`config.mk`:
```
export PLATFORM = sky130hd
export DESIGN_NAME = fx_bus_master
export DESIGN_NICKNAME = d
export VERILOG_FILES = /design/src/rtl/fx_bus_master.sv
export SDC_FILE = /design/constraint.sdc
export NUM_CORES = 1
export LEC_CHECK = 0
export ABC_AREA = 1
export CELL_PAD_IN_SITES_DETAIL_PLACEMENT = 0
export CELL_PAD_IN_SITES_GLOBAL_PLACEMENT = 1
export CORE_UTILIZATION = 41
export CTS_CLUSTER_DIAMETER = 150
export CTS_CLUSTER_SIZE = 16
export DETAILED_ROUTE_END_ITERATION = 8
export GPL_TIMING_DRIVEN = 0
export PLACE_DENSITY = 0.95
export RECOVER_POWER = 25
export SLEW_MARGIN = 30
export SYNTH_ARGS = -nofsm -noshare
export SYNTH_HDL_FRONTEND = slang
export SYNTH_SLANG_ARGS = --single-unit
```
`constraint.sdc`:
```
create_clock -name clk_sys -period 3.2 [get_ports clk_sys]
set_clock_uncertainty 0.05 [all_clocks]
set_input_delay 0.8 -clock clk_sys [delete_from_list [all_inputs] [get_ports clk_sys]]
set_output_delay 0.8 -clock clk_sys [all_outputs]
set_load 0.05 [all_outputs]
```
`src/rtl/fx_bus_master.sv`:
```
// Host byte-stream command parser driving single-cycle fx register bus writes and reads.
// Read data is returned one byte per transaction on the response stream.
module fx_bus_master #(
    parameter int unsigned RD_LAT = 1
) (
    input  logic        clk_sys,
    input  logic        rst,
    input  logic [7:0]  cmd_data,
    input  logic        cmd_vld,
    output logic        cmd_rdy,
    output logic [7:0]  rsp_data,
    output logic        rsp_vld,
    input  logic        rsp_rdy,
    output logic [21:0] fx_waddr,
    output logic        fx_wr,
    output logic [7:0]  fx_data,
    output logic [21:0] fx_raddr,
    output logic        fx_rd,
    input  logic [7:0]  fx_q,
    output logic        busy,
    output logic        err_cmd
);

    localparam int unsigned ADDR_W = 22;
    localparam int unsigned CNT_W  = 9;
    localparam int unsigned LAT_W  = 2;
    localparam logic [7:0]  OP_WR  = 8'h01;
    localparam logic [7:0]  OP_RD  = 8'h02;

    typedef enum logic [3:0] {
        S_IDLE, S_ADR2, S_ADR1, S_ADR0, S_LEN, S_WDAT, S_WR, S_RD, S_RWAIT, S_RSP
    } state_t;

    state_t              r_state;
    logic [ADDR_W-1:0]   r_addr;
    logic [CNT_W-1:0]    r_cnt;
    logic [LAT_W-1:0]    r_lat;
    logic                r_is_wr;
    logic                r_cmd_rdy;
    logic [7:0]          r_rsp_data;
    logic                r_rsp_vld;
    logic [ADDR_W-1:0]   r_fx_waddr;
    logic                r_fx_wr;
    logic [7:0]          r_fx_data;
    logic [ADDR_W-1:0]   r_fx_raddr;
    logic                r_fx_rd;
    logic                r_busy;
    logic                r_err;

    logic                w_acc;
    logic                w_last;
    logic [ADDR_W-1:0]   w_addr_inc;

    assign w_acc      = cmd_vld & r_cmd_rdy;
    assign w_last     = (r_cnt == CNT_W'(1));
    // Increment wraps inside the device's 64K window; the device id is fixed.
    assign w_addr_inc = {r_addr[21:16], r_addr[15:0] + 16'd1};

    always_ff @(posedge clk_sys) begin
        if (rst) begin
            r_state    <= S_IDLE;
            r_addr     <= '0;
            r_cnt      <= '0;
            r_lat      <= '0;
            r_is_wr    <= 1'b0;
            r_cmd_rdy  <= 1'b1;
            r_rsp_data <= 8'h00;
            r_rsp_vld  <= 1'b0;
            r_fx_waddr <= '0;
            r_fx_wr    <= 1'b0;
            r_fx_data  <= 8'h00;
            r_fx_raddr <= '0;
            r_fx_rd    <= 1'b0;
            r_busy     <= 1'b0;
            r_err      <= 1'b0;
        end else begin
            r_fx_wr <= 1'b0;
            r_fx_rd <= 1'b0;
            r_err   <= 1'b0;
            case (r_state)
                S_IDLE: if (w_acc) begin
                    if (cmd_data == OP_WR || cmd_data == OP_RD) begin
                        r_is_wr <= (cmd_data == OP_WR);
                        r_busy  <= 1'b1;
                        r_state <= S_ADR2;
                    end else begin
                        r_err   <= 1'b1;
                    end
                end
                S_ADR2: if (w_acc) begin
                    r_addr[21:16] <= cmd_data[5:0];
                    r_state       <= S_ADR1;
                end
                S_ADR1: if (w_acc) begin
                    r_addr[15:8] <= cmd_data;
                    r_state      <= S_ADR0;
                end
                S_ADR0: if (w_acc) begin
                    r_addr[7:0] <= cmd_data;
                    r_state     <= S_LEN;
                end
                S_LEN: if (w_acc) begin
                    r_cnt <= CNT_W'(cmd_data) + CNT_W'(1);
                    if (r_is_wr) begin
                        r_state    <= S_WDAT;
                    end else begin
                        r_fx_rd    <= 1'b1;
                        r_fx_raddr <= r_addr;
                        r_cmd_rdy  <= 1'b0;
                        r_state    <= S_RD;
                    end
                end
                S_WDAT: if (w_acc) begin
                    r_fx_wr    <= 1'b1;
                    r_fx_waddr <= r_addr;
                    r_fx_data  <= cmd_data;
                    r_cmd_rdy  <= 1'b0;
                    r_state    <= S_WR;
                end
                S_WR: begin
                    r_addr    <= w_addr_inc;
                    r_cnt     <= r_cnt - CNT_W'(1);
                    r_cmd_rdy <= 1'b1;
                    if (w_last) begin
                        r_busy  <= 1'b0;
                        r_state <= S_IDLE;
                    end else begin
                        r_state <= S_WDAT;
                    end
                end
                S_RD: begin
                    r_lat   <= '0;
                    r_state <= S_RWAIT;
                end
                S_RWAIT: begin
                    if (r_lat == LAT_W'(RD_LAT - 1)) begin
                        r_rsp_data <= fx_q;
                        r_rsp_vld  <= 1'b1;
                        r_state    <= S_RSP;
                    end else begin
                        r_lat <= r_lat + LAT_W'(1);
                    end
                end
                S_RSP: if (rsp_rdy) begin
                    r_rsp_vld <= 1'b0;
                    r_addr    <= w_addr_inc;
                    r_cnt     <= r_cnt - CNT_W'(1);
                    if (w_last) begin
                        r_busy    <= 1'b0;
                        r_cmd_rdy <= 1'b1;
                        r_state   <= S_IDLE;
                    end else begin
                        r_fx_rd    <= 1'b1;
                        r_fx_raddr <= w_addr_inc;
                        r_state    <= S_RD;
                    end
                end
                default: begin
                    r_busy    <= 1'b0;
                    r_cmd_rdy <= 1'b1;
                    r_rsp_vld <= 1'b0;
                    r_state   <= S_IDLE;
                end
            endcase
        end
    end

    assign cmd_rdy  = r_cmd_rdy;
    assign rsp_data = r_rsp_data;
    assign rsp_vld  = r_rsp_vld;
    assign fx_waddr = r_fx_waddr;
    assign fx_wr    = r_fx_wr;
    assign fx_data  = r_fx_data;
    assign fx_raddr = r_fx_raddr;
    assign fx_rd    = r_fx_rd;
    assign busy     = r_busy;
    assign err_cmd  = r_err;

endmodule

```
Yosys cells after proc, flatten, opt, wreduce, memory -nomap -nowiden. Cells that the tools add are included.

Register bits: 104. Output and inout port bits: 66. Word-level logic and storage cells: 130.

Bitwise gates (word level): 8. Equal/unequal tests: 25. Reductions and logical operators: 26. Muxes and demuxes: 50. Add/sub/neg operators: 4.

Operator list (number): two-way mux 22 bit (4); one-hot mux 8 bit (3 select lines) (2); one-hot mux 22 bit (2 select lines) (1); one-hot mux 4 bit (10 select lines) (1); two-way mux 4 bit (9); one-hot mux 9 bit (3 select lines) (1); != test 2 bit (second input constant) (13); two-way mux 9 bit (2); AND reduction 3 bit (6); two-way mux 1 bit (17); adder 16 x 1 -> 16 bit (second input constant) (1); == test 4 x 3 -> 1 bit (second input constant) (4); two-way mux 16 bit (1); one-hot mux 6 bit (2 select lines) (1); adder 8 x 1 -> 9 bit (second input constant) (1); == test 9 x 1 -> 1 bit (second input constant) (1); AND reduction 9 bit (1); nonzero test 3 bit (3); subtractor 9 x 1 -> 9 bit (second input constant) (1); == test 4 x 2 -> 1 bit (second input constant) (2); == test 4 bit (second input constant) (2); == test 8 x 1 -> 1 bit (second input constant) (1); == test 8 x 2 -> 1 bit (second input constant) (1); two-way mux 8 bit (1); other kinds (24) (36).

Logic depth before layout (Yosys ltp).
Depth after elaboration: 5. Gate-level depth with buffers: 11. Mapped depth without buffers: 11.

Least setup slack after synthesis. Ideal clock, no wire load.

Path type: input to register. Start: in cmd_data[0]. End: reg r_state[0]. Path slack: 1289 ps. Data required time: 3035 ps. Arrival time: 1745 ps. Setup time: 115 ps. Cell stages on the path: 7. Path through: inv_1 > ha_1 > or2_2 > nand3_1 > nand2_1 > a21oi_1 > nor2_1.

Cells in the longest elaborated chain, start to end: 4. Elaborated cells on any way between the ends: 5.

RTL lines: from (decl) (line 8) `input logic [7:0] cmd_data,`; == test 8 x 1 -> 1 bit / == test 8 x 2 -> 1 bit (equally long branches) (line 82) `if (cmd_data == OP_WR || cmd_data == OP_RD) begin`; logical OR 1 bit (*) (line 82); != test 2 bit (no line) (*); AND reduction 9 bit (no line) (*); to (signal assigned) (line 85) `r_state <= S_ADR2;`; to (signal assigned) (line 92) `r_state <= S_ADR1;`; to (signal assigned) (line 96) `r_state <= S_ADR0;`; to (decl) (line 34) `state_t r_state;`.

Every way passes the cells marked *; elsewhere a longest branch is shown, timed or not. A chain may end at the register's enable or synchronous reset.

Final worst setup path.
Start: in cmd_vld. End: reg r_fx_raddr[16], in the netlist fx_raddr[16].

Cells in the longest elaborated chain, start to end: 3.

RTL lines: from (decl) (line 9) `input logic cmd_vld,`; AND 1 bit (line 54) `assign w_acc = cmd_vld & r_cmd_rdy;`; != test 2 bit (no line); AND reduction 5 bit (no line); to (signal assigned) (line 108) `r_fx_raddr <= r_addr;`; to (signal assigned) (line 154) `r_fx_raddr <= w_addr_inc;`; to (decl) (line 45) `logic [ADDR_W-1:0] r_fx_raddr;`.

No other way between the ends.

==> metrics.md <==
| Metric | Value |
|---|---|
| Outcome | completed |
| Drt via density | 5.106 |
| PwrDens | 728.5 nW/um^2 |
| Hold Crit Start | rsp_data[2]$_SDFFE_PP0P_ |
| Startpoint type of the worst setup path | input port |
| Number of synthesized flops with an enable pin | 0 |
| Worst Max-Slew Pin Slew | 1.067 ns |
| Unrepaired setup endpoints after global routing | no |
| Most frequent cells after synthesis | 201 x nand2_1, 117 x nor2_1, 104 x dfxtp_1 |
| WL per Instance | 14.79 um |
| Area Growth Syn to Fin | 24.57% |
| Clk slew on worst S/H paths | 0.07 ns |
| Yosys warning total | 0 |
| Initial antenna violation count | 0 |
| Synthesized flop and latch total | 104 |
| Vias | 5571 |
| Synth Instances | 820 |
| # hold bufs at CTS | 0 |
| Synth area leaders | dfxtp_1 39%, nand2_1 14%, nand3_1 9.6% |
| Comb power frac | 0.410 |
| CTS Buf Count | 9 |
| Fin Setup TNS | 0 ns |
| Die Ht | 116.2 um |
| Vias in the first global route | 4912 |
| Global route overflow | 0 |
| Syn Std Cell Area | 5351 sq um |
| Resize count post-CTS | 0 |
| Initial core utilization | 0.4223 |
| Worst VDD drop | 0.3327 mV |
| CP Class | in2reg |
| Int Power | 2.759 mW |
| Worst hold path type | reg2reg |
| Post-synth ARST share | 0 |
| CTS tree | yes |
| 1st-iter DRT viols | 648 |
| Largest net degree at the start of global routing | 18 |
| Post-CTS Setup Inserts | 0 |
| Worst-case clock buffer depth | 2 |
| Yosys top cell area share | 0.3891 |
| Num rows | 41 |
| Routed Antenna Nets | 0 |
| Post-placement setup slack | 0.3762 ns |
| Crit path time final | 2.710 ns |
| Residual DRC count | 0 |
| Port Buf Inserts | 83 |
| Finish-stage setup viols | 0 |
| Die ar. | 13510 sq um |
| Final Instance Area | 6666 sq um |
| Clk pwr share | 0.234 |
| Crit. Startpoint | cmd_vld |
| CTS HTree Levels | 3 |
| WL final | 16140 um |
| Crit path max fanout | 10 |
| Setup crit end kind | flop |
| Req. time, crit path | 3.40 ns |
| Hold Fails Final Rpt | 0 |
| Reg power frac | 0.357 |
| Die W | 116.2 um |
| Switching share of power | 0.4318 |
| Area of the core | 12670 sq um |
| Clock Tree Root | clkbuf_16 |
| Placed Area | 6397 sq um |
| Highest clock rate | 368.9 MHz |
| Total GRT Usage | 0.2472 |
| Reg-to-Reg Start | r_state[0]$_SDFFE_PP0P_ |
| Clock Sinks | 104 |
| Tcrit/Tclk final | 0.8470 |
| Leakage power | 2.696 nW |
| Power Total | 4.856 mW |
| Slew HR | 0.2813 |
| Max-Cap Viols | 0 |
| I/O pin cnt | 86 |
| Slack of the critical path | 0.4895 ns |
| Ys flop type | dfxtp_1 |
| Max Transition Viols Final | 0 |
| Sequential cell area fraction in the yosys report | 0.3891 |
| Most common cell in the netlist | nand2_1 |
| Post-detail-place hpwl | 11950 um |
| Post-Syn Area per Cell | 6.526 sq um |
| Share of cells above drive strength 1 | 0.04897 |
| Post-Syn Nets | 847 |
| # diodes | 0 |
| Switch Pwr | 2.097 mW |
| Placer Congestion | 0.9196 |
| Largest area contributor in the netlist | dfxtp_1 |
| Worst-Skew Late Latency | 0.36 ns |
| First-pass GRT wire length | 25460 um |
| Nets | 941 |
| Cell variety after synth | 30 |
| Detailed Routing Iterations Pass 1 | 5 |
| Worst path arrival time | 2.91 ns |
power by group through the flow:
stage / sequential [mW] / combinational, mW / clock, mW
after floorplan: 1.96 / 1.23 / 0
after global placement: 1.75 / 1.98 / 0
after detailed placement: 1.75 / 1.99 / 0
after CTS: 1.72 / 2.00 / 1.14
after global routing: 1.76 / 2.22 / 1.21
final: 1.73 / 1.99 / 1.14
metal layers:
metal / up-vias / wire [um] / track usage
met1: 2494 / 7837 / 0.3528
met5: - / 0 / 0
met3: 22 / 952 / 0.02439
li1: 2843 / - / -
met4: 0 / 355 / 0.1026
met2: 212 / 6995 / 0.3799
sequential cells by signal (all words and copies together) (netlist names):
signal and flops:
busy 1, cmd_rdy 1, err_cmd 1, fx_data 8
fx_raddr 22, fx_rd 1, fx_waddr 22, fx_wr 1
r_addr 22, r_cnt 9, r_is_wr 1, r_lat 2
r_state 4, rsp_data 8, rsp_vld 1
final timing paths:
| check | endpoint | slack [ns] | cells after the start |
|---|---|---|---|
| worst min-delay path | rsp_data[2]$_SDFFE_PP0P_ | 0.41 | 2 |
| worst min register to register | rsp_data[2]$_SDFFE_PP0P_ | 0.41 | 2 |
| worst max register to register | r_cnt[8]$_SDFFE_PP0P_ | 0.84 | 10 |
| worst max-delay path | fx_raddr[16]$_SDFFE_PP0P_ | 0.49 | 9 |
cells in the final DEF, fill, tap and decap left out, types with 5 or more instances in the layout:
cell type	Yosys	layout
nor2_1	117	117
clkbuf_16	0	9
clkbuf_1	24	28
nand4_1	6	6
ha_1	7	7
nand3_1	103	104
dfxtp_1	104	104
inv_2	6	5
buf_4	5	5
o21ai_0	53	54
buf_2	5	5
clkdlybuf4s50_1	0	81
a21oi_1	86	86
inv_1	64	65
nand2_1	201	203
final cells by class:
cell class / instances / area (sq um)
fillers: 1316 / 6005
multi-input cells: 608 / 2803
flip-flops and latches: 104 / 2082
repair buffers: 83 / 830.8
inverters: 71 / 266.5
clock buffers: 11 / 232.7
well taps: 172 / 215.2
plain buffers: 37 / 171.4
clock inverters: 5 / 65.06
metrics by stage:
step                      instances    util  hold slack, ns
after CTS                      1091  0.5284          0.4127
after floorplan                 820       -          0.3878
after detailed placement       1075  0.5049          0.3993
final                          1091  0.5261          0.4118
after global placement         1075  0.5049          0.3824
after global routing           1091  0.5261          0.4325
cells by family (layout without fill, tap and decap cells):
kind of cell,count (synthesis),in the layout,synth area share
AOI/OAI and AO/OA,142,142,0.1358
xor gates and xnor gates,6,6,0.009820
adders and majority gates,7,7,0.01637
buffers and inverters,108,207,0.08464
DFF,104,104,0.3891
and+or+nand+nor,453,453,0.3643
critical path: stages:
cell             delay, ns
clkdlybuf4s50_1       0.45
nand2_1               0.15
inv_1                 0.31
nand3_1               0.42
nand2_2               0.29
inv_2                 0.11
buf_2                 0.20
nor2_1                0.10
nor2_1                0.06
Note: power is estimated with default switching activity, not from simulation.
==> variant 1 (same flow settings) <==
`LAT_W`: 2 -> 4.
--- a/src/rtl/fx_bus_master.sv
+++ b/src/rtl/fx_bus_master.sv
@@ -23,7 +23,7 @@
 
     localparam int unsigned ADDR_W = 22;
     localparam int unsigned CNT_W  = 9;
-    localparam int unsigned LAT_W  = 2;
+    localparam int unsigned LAT_W  = 4;
     localparam logic [7:0]  OP_WR  = 8'h01;
     localparam logic [7:0]  OP_RD  = 8'h02;
 
Check against the original RTL: same outputs for any inputs over 4 cycles, from zero or initial values and one cycle with rst high; that may be too few to reach the edited logic, so the function may still have changed.
==> variant 1 against the original RTL <==
  * Final area rose by 0.92%
  * Synthesized area increased by 0.87%
  * Die area up 0.85%
  * Final cell count barely moved
  * Worst setup slack gained 25 ps
  * Sequential share of layout area grew 0.31 points
  * Power is 1.3% higher
  * Sequential cell count up 2
  * Wire length shrank 3.4%
  * Highest routed layer unchanged
==> variant 1: results (changes against the original RTL) <==
[run_status]
outcome=completed

[grt]
grt_first_pass_wirelength_um=25300  ; -0.73%
grtUsageMet2_pct=42.4  ; +4.5 points
grt_util_met3_pct=4.93  ; +2.5 points
grt_pass1_vias=5176  ; +5.4%
grt_use_met1_pct=29.5  ; -5.8 points

[timing]
slew_headroom_pct=56.3  ; +28 points
finalWorstSetupSlack_ps=515  ; +25.1 ps

[layout]
fill_cells=1340  ; +1.8%
layout-drive-gt1-share_pct=4.03  ; -0.87 points

[worst_setup_path]
cp_data_arrival_time_ps=2880  ; -30 ps
crit_slowest_cell=dlygate4sd3_1
cp_slowest_stage_delay_ps=520  ; +70 ps
reg2reg_depth=8  ; -2
rr_endpoint=r_cnt[1]

[logic_synthesis]
synth_area_leaders=dfxtp_1 (39%), nand2_1 (11%), o21ai_0 (8.5%)
synth_fp_nets=846  ; -0.12%
synth_cell_types=31  ; +3.3%
synth_warnings=0  ; unchanged
yosys-top-cells-count=nand2_1 (158), nor2_1 (122), dfxtp_1 (106)
yosysSeqAreaShare_pct=39.3  ; +0.41 points

[drt]
drtIter0Drc=424  ; -35%
drt_wl_total_um=15600  ; -3.4%
post_drt_wl_per_cell_um=14.3  ; -3.3%

[power]
peakVddDrop_uv=404  ; +21%
power.leakage_nw=2.79  ; +3.6%

[place]
dp_slack_ps=389  ; +12.9 ps
gp_congestion=0.919  ; about the same
hpwl_um=11600  ; -3.2%

[min_path]
min_to=fx_waddr[11]
min_from=fx_waddr[11]
whs_path_depth=2  ; unchanged

==> variant 1: worst max-delay path by stage <==
stage	start	endpoint	slack, ps	cells after the start
after floorplan	rst	rsp_data[6]	1320	6
after global placement	cmd_vld	fx_waddr[17]	400	7
after detailed placement	cmd_vld	fx_waddr[19]	390	7
after CTS	cmd_vld	fx_waddr[19]	760	7
after global routing	cmd_vld	fx_raddr[3]	320	9
final	cmd_vld	fx_raddr[20]	510	9
==> variant 1: cells by family (layout without fill, tap and decap cells) <==
family | after synthesis | in the layout | share of synthesized area (%)
adders and majority gates | 8 | 8 | 1.85
and+or+nand+nor | 377 | 377 | 29.7
buffers and inverters | 139 | 239 | 10.8
AOI/OAI and AO/OA | 181 | 181 | 17.2
DFF | 106 | 106 | 39.3
xor gates and xnor gates | 7 | 7 | 1.14
==> variant 1: area by class of cell <==
class | instances | area share [%]
buffer | 36 | 2.70
clock buffer | 10 | 3.40
clock inverter | 6 | 1.34
inverter | 103 | 5.75
multi-input combinational | 573 | 39.6
sequential | 106 | 31.5
tap | 172 | 3.20
timing repair buffer | 84 | 12.5
==> variant 1: metrics by stage <==
step           utilization [%]  hold slack (ps)  area (um^2)
2_1_floorplan                -              384         5400
3_3_place_gp              50.7              384         6450
3_5_place_dp              50.7              386         6450
4_1_cts                   53.2              396         6770
5_1_grt                   52.9              412         6730
6_report                  52.9              393         6730
==> variant 1: where the power goes <==
group,internal (W),switching (W)
Combinational,0.000656,0.00136
Clock,0.000689,0.000512
Sequential,0.00153,0.000181
==> variant 1: per-layer routing <==
metal	routed length (um)	vias to the layer above
met1	6950	2572
met3	760	29
li1	-	2823
met5	0	-
met4	400	0
met2	7480	161
==> variant 1: worst register-to-register path: stages, from the launching register on <==
cell and delay (ps):
dfxtp_1 310, clkbuf_1 340, nor2_1 150, nand2_1 310
o21ai_0 280, clkbuf_1 340, o21ai_2 410, o21ai_0 160
a21oi_1 150
==> variant 2 (same settings) <==
Made on the original files. The 10 states of `state_t` get a one-hot encoding in 10 bits.
--- a/src/rtl/fx_bus_master.sv
+++ b/src/rtl/fx_bus_master.sv
@@ -27,8 +27,8 @@
     localparam logic [7:0]  OP_WR  = 8'h01;
     localparam logic [7:0]  OP_RD  = 8'h02;
 
-    typedef enum logic [3:0] {
-        S_IDLE, S_ADR2, S_ADR1, S_ADR0, S_LEN, S_WDAT, S_WR, S_RD, S_RWAIT, S_RSP
+    typedef enum logic [9:0] {
+        S_IDLE = 10'b0000000001, S_ADR2 = 10'b0000000010, S_ADR1 = 10'b0000000100, S_ADR0 = 10'b0000001000, S_LEN = 10'b0000010000, S_WDAT = 10'b0000100000, S_WR = 10'b0001000000, S_RD = 10'b0010000000, S_RWAIT = 10'b0100000000, S_RSP = 10'b1000000000
     } state_t;
 
     state_t              r_state;
Function: same outputs for any inputs over 4 cycles, from zero or initial values and one cycle with rst high; so few cycles prove little.
==> variant 2 against the original RTL <==
  * Sequential cell count increased by 6
  * Final area increased by 2.6%
  * First-iteration DRC count down 31%
  * Worst setup slack got worse by 89 ps
  * Synthesized area grew 4.0%
  * Wire length fell by 1.3%
  * Global-route usage shrank 1.5 points
  * Highest routed layer unchanged
Power is not compared: it rests on default switching activity, and its combinational part moved more than twofold at a synthesized area within 25%.
==> variant 2: results (changes against the original RTL) <==
[logic_synthesis]
synthAdderAreaFrac_pct=1.57  ; -0.063 points
yosysSeqAreaShare_pct=39.6  ; +0.67 points
yosys-top-cells-count=nand2_1 (163), nor2_1 (116), dfxtp_1 (110)
synth_area_leaders=dfxtp_1 (40%), nand2_1 (11%), nor2_1 (7.8%)
synth_cell_types=34  ; +13%
synth_xor_area_share_pct=2.99  ; +2.0 points
synth-compound-area-share_pct=15.5  ; +1.9 points

[min_path]
min_from=fx_waddr[14]

[worst_setup_path]
cp_data_arrival_time_ps=2990  ; +80 ps
reg2reg_depth=9  ; -1
cp-endpoint=fx_waddr[17]
reg2reg_setup_slack_ps=500  ; -340 ps
reg2reg_from=r_state[4]
rr_endpoint=r_addr[5]

[layout]
layout-drive-gt1-share_pct=4.47  ; -0.43 points
fill_cells=1349  ; +2.5%
postLayoutCoreUtil_pct=51.6  ; -0.97 points

[clock_tree]
root_buffer=clkbuf_16
htreeDepth=3  ; unchanged

[grt]
gr-usage-all-layers_pct=23.3  ; -1.5 points
grt_pass1_vias=5006  ; +1.9%
grt_first_pass_wirelength_um=25800  ; +1.2%
grt_max_degree=20  ; +2

[drt]
dr_total_vias=5596  ; +0.45%
drt_wl_total_um=15900  ; -1.3%
drtIter0Drc=449  ; -31%

[place]
gp_congestion=0.905  ; -1.6%
hpwl_um=11900  ; -0.79%
placed_area_um2=6620  ; +3.4%

[power]
power.leakage_nw=2.82

[timing]
slew_headroom_pct=54.6  ; +27 points

[run_status]
outcome=completed

==> variant 2: cell count changes in the layout (fill, tap and decap cells not counted), moves of 12 or more <==
cell,delta
a21oi_1,-12
xor2_1,+12
inv_1,+33
nand2_1,-38
nand3_1,-47
o21ai_0,+26
==> variant 2: metal layers <==
layer  up-vias  GRT usage, %  share of wire, %  wire length [um]
met1      2561          31.8                48              7610
met3        25          4.34               6.1               972
met2       176          36.5                44              6980
met4         0          8.47               2.3               366
li1       2834             -                 -                 -
met5         -             0                 0                 0
==> variant 2: through the flow <==
step,cells,worst slack (ps),hold slack (ps),total power (W)
finish,1094,400,396,0.00359
detailed placement,1079,193,386,0.00246
CTS,1094,561,397,0.00363
floorplan,820,1070,391,0.00221
global route,1094,245,410,0.00378
global placement,1079,204,382,0.00246
==> variant 2: worst max-delay path, cell delays in order <==
cell	delay [ps]
dlygate4sd3_1	540
nand2_1	290
clkinv_1	320
nand4_1	440
clkbuf_1	460
a21oi_1	140
==> variant 2: cell families after synthesis <==
kind of cell | count (synthesis)
AND/OR/NAND/NOR | 383
AO/OA/AOI/OAI | 167
buffers and inverters | 134
flip-flops | 110
XOR/XNOR | 19
adder cells (fa/ha/maj) | 7
==> variant 2: power breakdown <==
group | switching (W) | leakage (nW) | internal [W] | total, W
clock | 0.000556 | 0.149 | 0.000621 | 0.00118
sequential | 0.0000758 | 0.888 | 0.00146 | 0.00153
combinational | 0.000599 | 1.78 | 0.000281 | 0.000880
==> variant 2: area by class of cell <==
class                   count  area (um^2)  area share, %
plain buffers              33          141           2.07
clock buffers               9          225           3.29
clock inverters             6         76.3           1.12
inverters                 101          382           5.58
multi-input cells         576         2760           40.4
flip-flops and latches    110         2200           32.2
well taps                 176          220           3.22
repair buffers             83          831           12.1
==> variant 2: worst min path at each step <==
stage                         endpoint  cells after the start
final                     fx_waddr[14]                      2
after global routing        fx_data[0]                      2
after CTS                   fx_data[4]                      2
after detailed placement    fx_data[4]                      2
after global placement      fx_data[2]                      2
after floorplan           fx_raddr[17]                      2
